$ cat src/rtl/int_ctrl.sv
// Interrupt controller on the 16-bit peripheral bus: latches pending edges, masks them and drives one
// prioritised request to the CPU. Read data is 1 cycle late. The bus never stalls; an open request waits for ack/EOI.
module int_ctrl #(
    parameter logic [15:0] BASE_ADDR = 16'h0430,
    parameter int          N_SRC     = 8
) (
    input  logic             i_clk,
    input  logic             i_rst_n,
    input  logic             i_we,
    input  logic [15:0]      i_addr,
    input  logic [15:0]      i_data,
    output logic [15:0]      o_data,
    input  logic [N_SRC-1:0] i_irq,
    input  logic             i_ack,
    output logic             o_irq,
    output logic [3:0]       o_vector
);

    localparam logic [1:0] ST_IDLE    = 2'd0;
    localparam logic [1:0] ST_ASSERT  = 2'd1;
    localparam logic [1:0] ST_SERVICE = 2'd2;

    logic [N_SRC-1:0] irq_q, pend_q, pend_d, en_q, en_d;
    logic             ctrl_q, ctrl_d;
    logic [1:0]       state_q, state_d;
    logic [3:0]       vec_q, vec_d;
    logic             irq_out_q, irq_out_d;
    logic [15:0]      rdata_q, rdata_d;

    logic [15:0]      off;
    logic             sel, wr_pend, wr_en, wr_stat, wr_ctrl;
    logic [N_SRC-1:0] edge_set, pend_w, req, ack_clr;
    logic [15:0]      pend_w16, en_d16, pend_q16, en_q16;
    logic             cand_vld, ack_take;
    logic [3:0]       cand_id;
    logic             unused_data;

    // Subtraction in 16 bits makes the register window wrap around address 0.
    assign off     = i_addr - BASE_ADDR;
    assign sel     = (off[15:2] == 14'd0);
    assign wr_pend = i_we && sel && (off[1:0] == 2'd0);
    assign wr_en   = i_we && sel && (off[1:0] == 2'd1);
    assign wr_stat = i_we && sel && (off[1:0] == 2'd2);
    assign wr_ctrl = i_we && sel && (off[1:0] == 2'd3);
    assign unused_data = ^i_data;

    assign edge_set = i_irq & ~irq_q;
    assign pend_w   = (wr_pend ? (pend_q & ~i_data[N_SRC-1:0]) : pend_q) | edge_set;
    assign en_d     = wr_en ? i_data[N_SRC-1:0] : en_q;
    assign ctrl_d   = wr_ctrl ? i_data[0] : ctrl_q;
    assign req      = pend_q & en_q & {N_SRC{ctrl_q}};

    always_comb begin
        pend_w16 = '0;
        en_d16   = '0;
        pend_q16 = '0;
        en_q16   = '0;
        pend_w16[N_SRC-1:0] = pend_w;
        en_d16[N_SRC-1:0]   = en_d;
        pend_q16[N_SRC-1:0] = pend_q;
        en_q16[N_SRC-1:0]   = en_q;
    end

    always_comb begin
        cand_vld = 1'b0;
        cand_id  = 4'd0;
        for (int i = N_SRC - 1; i >= 0; i--) begin
            if (req[i]) begin
                cand_vld = 1'b1;
                cand_id  = i[3:0];
            end
        end
    end

    // Withdrawal looks at this cycle's bus writes so a clear beats a same-cycle ack.
    always_comb begin
        state_d   = state_q;
        vec_d     = vec_q;
        irq_out_d = irq_out_q;
        ack_take  = 1'b0;
        case (state_q)
            ST_IDLE: begin
                if (cand_vld) begin
                    state_d   = ST_ASSERT;
                    vec_d     = cand_id;
                    irq_out_d = 1'b1;
                end
            end
            ST_ASSERT: begin
                if (!(pend_w16[vec_q] && en_d16[vec_q] && ctrl_d)) begin
                    state_d   = ST_IDLE;
                    vec_d     = 4'd0;
                    irq_out_d = 1'b0;
                end else if (i_ack) begin
                    state_d   = ST_SERVICE;
                    irq_out_d = 1'b0;
                    ack_take  = 1'b1;
                end
            end
            ST_SERVICE: begin
                if (wr_stat) begin
                    state_d = ST_IDLE;
                    vec_d   = 4'd0;
                end
            end
            default: begin
                state_d   = ST_IDLE;
                vec_d     = 4'd0;
                irq_out_d = 1'b0;
            end
        endcase
    end

    always_comb begin
        ack_clr = '0;
        for (int i = 0; i < N_SRC; i++) begin
            ack_clr[i] = ack_take && (vec_q == i[3:0]);
        end
    end

    // A fresh edge re-sets a bit even when it is cleared in the same cycle.
    assign pend_d = (pend_w & ~ack_clr) | edge_set;

    always_comb begin
        rdata_d = rdata_q;
        if (!i_we) begin
            rdata_d = 16'd0;
            if (sel) begin
                case (off[1:0])
                    2'd0:    rdata_d = pend_q16;
                    2'd1:    rdata_d = en_q16;
                    2'd2:    rdata_d = {state_q, 10'd0, vec_q};
                    default: rdata_d = {15'd0, ctrl_q};
                endcase
            end
        end
    end

    always_ff @(posedge i_clk or negedge i_rst_n) begin
        if (!i_rst_n) begin
            irq_q     <= '0;
            pend_q    <= '0;
            en_q      <= '0;
            ctrl_q    <= 1'b0;
            state_q   <= ST_IDLE;
            vec_q     <= 4'd0;
            irq_out_q <= 1'b0;
            rdata_q   <= 16'd0;
        end else begin
            irq_q     <= i_irq;
            pend_q    <= pend_d;
            en_q      <= en_d;
            ctrl_q    <= ctrl_d;
            state_q   <= state_d;
            vec_q     <= vec_d;
            irq_out_q <= irq_out_d;
            rdata_q   <= rdata_d;
        end
    end

    assign o_irq    = irq_out_q;
    assign o_vector = vec_q;
    assign o_data   = rdata_q;

endmodule

$ cat config.mk
export PLATFORM = sky130hd
export DESIGN_NAME = int_ctrl
export DESIGN_NICKNAME = d
export VERILOG_FILES = /design/src/rtl/int_ctrl.sv
export SDC_FILE = /design/constraint.sdc
export NUM_CORES = 1
export LEC_CHECK = 0
export CAP_MARGIN = 20
export CORE_UTILIZATION = 49
export DETAILED_ROUTE_END_ITERATION = 16
export GPL_ROUTABILITY_DRIVEN = 0
export GPL_TIMING_DRIVEN = 0
export PLACE_DENSITY = 0.85
export SYNTH_ARGS = -nofsm -noshare
export SYNTH_HDL_FRONTEND = slang
export SYNTH_SLANG_ARGS = --single-unit
$ cat constraint.sdc
create_clock -name i_clk -period 2.4 [get_ports i_clk]
set_input_delay 0.48 -clock i_clk [delete_from_list [all_inputs] [get_ports i_clk]]
set_output_delay 0.48 -clock i_clk [all_outputs]
set_load 0.1 [all_outputs]
Word-level counts from Yosys, hierarchy flattened. Cells that the tools add are included.

Bitwise logic cells: 11. Muxes and demuxes: 41. $lt $le $gt $ge: 1. Equality and inequality tests: 16. Reductions and logical operators: 22. Add/sub/neg operators: 1.

Operators by type and width (count): 16-bit one-hot mux with 3 select lines (1); 8-bit AND (5); 4-bit two-way mux (10); 8-bit inverter (3); 1-bit two-way mux (17); 4-bit by 3-bit == test with 1-bit output, second input constant (4); 16-bit two-way mux (1); 8-bit two-way mux (2); 8-bit bitwise OR (2); 16-bit by 11-bit subtractor with 16-bit output, second input constant (1); 1-bit logical AND (15); 14-bit zero test (1); 4-bit one-hot mux with 3 select lines (1); 3-bit AND reduction (3); 1-bit binary-select mux with 4-bit select (2); 4-bit by 2-bit == test with 1-bit output, second input constant (2); 2-bit two-way mux (4); 2-bit == test, second input constant (3); 2-bit != test, second input constant (3); 2-bit one-hot mux with 3 select lines (1); 4-bit by 5-bit less-than comparator with 1-bit output, second input constant (1); 2-bit by 1-bit == test with 1-bit output, second input constant (2); 4-bit by 1-bit == test with 1-bit output, second input constant (1); 2-bit zero test (2); 5 further kinds (5).

Logic and storage cells: 100. Output and inout bits: 21. Input port bits: 44. Bits in registers: 48.

Logic depth before layout (Yosys ltp).
Depth after elaboration: 16. Mapped depth: 9. Gate-level depth less buffers: 7.

Worst setup path before layout. Ideal clock, no wire load.

Kind: flip-flop to flip-flop. From: reg vec_q[0], in the netlist o_vector[0]. To: reg pend_q[0]. Required time: 2273 ps. Stages on the path, launching flop included: 10. Buffers on the path: 2. Path slack: -294 ps. Setup time: 127 ps. Data arrival time: 2567 ps. Period minus slack after synthesis: 2694 ps. Cells stage by stage: dfrtp_1 > buf_2 > buf_2 > nor2_1 > and3b_1 > nor4_1 > o21ai_1 > a211o_2 > a211oi_1 > a21oi_1.

Word-level cells in the longest chain between the ends: 10. Elaborated cells between the ends (all ways): 13. Those cells by class: mux (6); bitwise (3); reduce/logical (4).

RTL lines: start, declared (RTL line 26) `logic [3:0] vec_q, vec_d;`; start signal, assigned (RTL line 155) `vec_q <= vec_d;`; 1-bit binary-select mux with 4-bit select (RTL line 90) `if (!(pend_w16[vec_q] && en_d16[vec_q] && ctrl_d)) begin`; 1-bit two-way mux (not written as such) (RTL line 90); 1-bit logical AND (2 in series) (RTL line 90); 1-bit two-way mux (RTL line 90); 1-bit two-way mux (RTL line 81) `case (state_q)`; 1-bit logical AND (*) (RTL line 117) `ack_clr[i] = ack_take && (vec_q == i[3:0]);`; 8-bit inverter (*) (RTL line 122) `assign pend_d = (pend_w & ~ack_clr) | edge_set;`; 8-bit AND (*) (RTL line 122); 8-bit bitwise OR (*) (RTL line 122); via pend_d[0] (RTL line 23) `logic [N_SRC-1:0] irq_q, pend_q, pend_d, en_q, en_d;`; end signal, assigned (RTL line 151) `pend_q <= pend_d;`; end, declared (RTL line 23).

Mark *: on every way through the listed nets, which the timed path passes. The rest lies on a longest branch. The select of a mux whose other input is x is not followed. A chain may end at the register's enable or synchronous reset.

Worst setup path after layout.
From: in i_addr[3]. To: reg pend_q[7].

Word-level cells in the longest chain between the ends: 16. Elaborated cells between the ends (all ways): 22. Those cells by class: add/sub (1); mux (9); bitwise (4); reduce/logical (8).

RTL lines: start, declared (RTL line 10) `input logic [15:0] i_addr,`; 16-bit by 11-bit subtractor with 16-bit output (*) (RTL line 39) `assign off = i_addr - BASE_ADDR;`; 14-bit zero test (*) (RTL line 40) `assign sel = (off[15:2] == 14'd0);`; 1-bit logical AND (*) (RTL line 41, 42, 44); 1-bit logical AND (RTL line 41) `assign wr_pend = i_we && sel && (off[1:0] == 2'd0);`; 8-bit two-way mux (RTL line 48) `assign pend_w = (wr_pend ? (pend_q & ~i_data[N_SRC-1:0]) : pend_q) | edge_set;`; 8-bit bitwise OR (RTL line 48); 1-bit binary-select mux with 4-bit select (RTL line 90); 1-bit two-way mux (not written as such) (RTL line 90); 1-bit logical AND (2 in series) (RTL line 90); 1-bit two-way mux (RTL line 90); 1-bit two-way mux (RTL line 81); 1-bit logical AND (RTL line 117); 8-bit inverter (RTL line 122); 8-bit AND (*) (RTL line 122); 8-bit bitwise OR (*) (RTL line 122); via pend_d[7] (RTL line 23).

Marked as above.

==> impl_metrics.toml <==
[run_status]
outcome = "finished, final reports clean"

[routing]
vias_per_cell = 5.72
via_count = 2299
wirelength_um = 6430
antenna_left = 0
drt_iter0_drc = 158
route.detailed.drc = 0
dr.pass1.iters = 4
routedWlPerCell_um = 16.0

[clock_network]
root_buffer = "clkbuf_8"
clkSinkCount = 41
max-clock-path-buffers = 2
cts_tree = "yes"
path_clk_slew_ns = 0.08
worstSkewPairLatency_ns = 0.29
htreeDepth = 2
cts-buffers-inserted = 5

[cells_and_area]
instances_no_fill = 402
syn_to_final_growth_pct = 37.5
post-route-util = 0.707
nets = 378
drive_above_1_share = 0.266
diodes = 0
n_fill_cell = 371
seq_area_mm2 = 0.00103
multi_input_area_mm2 = 0.00151

[synth]
synth.distinct_cells = 57
seq_area_frac_synth = 0.417
synth_ff_type = "dfrtp_1"
ys_warn_count = 0
ys_seq_elements = 41
async_flop_share = 1.00
postSynthAreaPerCell_um2 = 9.46
netlist_instances = 260
synth_area_mm2 = 0.00246
synth-edff-count = 0

[timing]
rsz0062_at_grt = "true"
slew_headroom = 0.339
fin_ws_ns = 0.0480
finalCriticalPeriod_ns = 2.35
fin_crit_sh = 0.980
max_freq_ghz = 0.425
tns_ns = 0
slew_violations = 0
holdWs_ns = 0.313
tightest_slew_ns = 0.989
setup_violations = 0
fin_worst_skew_ns = 0.00403
hold_viol = 0

[job]
maxCapViolCount = 0

[min_path]
hold_path.class = "in -> async"

[die]
io_pins = 65
die-area_mm2 = 0.00531
num_rows = 25
die_w_um = 72.9
start_util = 0.514
coreArea_mm2 = 0.00479
die_h_um = 72.9

[global_route]
grt_usage = 0.258
grt_overflow = 0
grt_max_degree = 42
grt_pass1_vias = 2221
antenna_found_initial = 0
grt_pass1_wl_um = 10300

[placed_design]
post-place-ws_ns = -0.798
dpl.cell_count = 381
hpwl_um = 4440
port_buffers = 48

[power]
irDropWorstVdd_mv = 0.556
power_density_mw_per_mm2 = 394
cellLeakagePower_nw = 1.46

[critical_path]
end_kind = "register"
cp-start-kind = "input pin"
worstSetupPathType = "in -> reg"
cp_max_fo = 6
crit_arrival_ns = 2.52
required_ns = 2.57
## cells by family after synthesis
logic type	Yosys count	share of synthesized area
AO/OA/AOI/OAI	64	0.170
buffers and inverters	22	0.0458
flip-flops	41	0.417
multiplexers	22	0.105
other	1	0.00152
AND/OR/NAND/NOR	110	0.260
## flip-flops by register name, summed over array words and instances, names as in the netlist
| signal | count |
|---|---|
| o_irq | 1 |
| state_q | 2 |
| o_data | 10 |
| pend_q | 8 |
| irq_q | 8 |
| en_q | 8 |
| ctrl_q | 1 |
| o_vector | 3 |
## cell type report
cell class              count  share of cell area
clock buffers               6              0.0215
multi-input cells         203               0.448
inverters                   7             0.00777
well taps                  67              0.0248
plain buffers              15              0.0270
clock inverters             2             0.00296
repair buffers             61               0.164
flip-flops and latches     41               0.304
## Yosys cell counts, types with 6 or more instances
| master | instances | share of area |
|---|---|---|
| o21ai_0 | 13 | 0.026 |
| nor2b_1 | 8 | 0.020 |
| mux2_2 | 9 | 0.041 |
| dfrtp_1 | 41 | 0.42 |
| o21ai_1 | 6 | 0.012 |
| nand2_1 | 42 | 0.064 |
| nor3_1 | 6 | 0.012 |
| a21oi_1 | 16 | 0.033 |
| inv_1 | 7 | 0.011 |
| buf_4 | 7 | 0.021 |
| mux2i_1 | 10 | 0.041 |
| nor2_1 | 16 | 0.024 |
| nand2b_1 | 7 | 0.018 |
## metrics by stage
stage / power (mW) / cell area, um^2
finish: 1.33 / 3380
global route: 1.38 / 3380
detailed placement: 0.907 / 3040
global placement: 0.905 / 3050
floorplan: 0.815 / 2480
CTS: 1.34 / 3330
## cells in the final DEF, fill, tap and decap left out, drive strengths merged, types with 5 or more instances in the layout
cell,count
nand2,42
dfrtp,41
clkdlybuf4s50,29
buf,25
o21ai,19
a21oi,17
clkbuf,17
nor2,16
mux2i,10
mux2,10
nor2b,8
inv,7
conb,7
nand2b,7
nor3,7
dlygate4sd2,5
a211oi,5
## where the power goes
| part | total (mW) | internal (mW) | switching [mW] |
|---|---|---|---|
| Sequential | 0.700 | 0.697 | 0.00238 |
| Combinational | 0.197 | 0.0756 | 0.121 |
| Clock | 0.437 | 0.202 | 0.235 |
| Total | 1.33 | 0.974 | 0.359 |
## critical path, cell delays in order
cell	delay, ns
dlygate4sd2_1	0.22
and4bb_2	0.35
and4_4	0.25
nand4b_4	0.16
mux2i_4	0.26
a211o_4	0.39
a21oi_4	0.28
a21oi_2	0.11
## metal layers
| layer | wire length, um | vias to the layer above | global-route usage |
|---|---|---|---|
| li1 | - | 1079 | - |
| met1 | 2590 | 1090 | 0.323 |
| met2 | 3080 | 110 | 0.427 |
| met3 | 595 | 20 | 0.0649 |
| met4 | 165 | 0 | 0.109 |
| met5 | 0 | - | 0 |
## worst paths after layout
kind / start / to / slack, ns / cells past startpoint
max in group asynchronous: i_rst_n / o_vector[0]$_DFFE_PN0P_ / 1.47 / 1
worst min-delay path: i_rst_n / pend_q[0]$_DFF_PN0_ / 0.31 / 1
worst max register to register: o_vector[0]$_DFFE_PN0P_ / pend_q[7]$_DFF_PN0_ / 0.11 / 9
min in group i_clk: o_data[0]$_DFFE_PN0N_ / o_data[0]$_DFFE_PN0N_ / 0.49 / 2
worst min register to register: o_data[0]$_DFFE_PN0N_ / o_data[0]$_DFFE_PN0N_ / 0.49 / 2
worst max-delay path: i_addr[3] / pend_q[7]$_DFF_PN0_ / 0.05 / 8
## what timing repair did
| item | 4_1_cts | 5_1_grt |
|---|---|---|
| hold endpoints to repair | 0 | 0 |
| buffers inserted | 14 | 0 |
| gates resized for setup | 41 | 37 |
| pin swaps | 16 | 9 |
| setup endpoints to repair | 15 | 14 |
| hold buffers | 0 | 0 |
(Power assumes the default switching activity.)
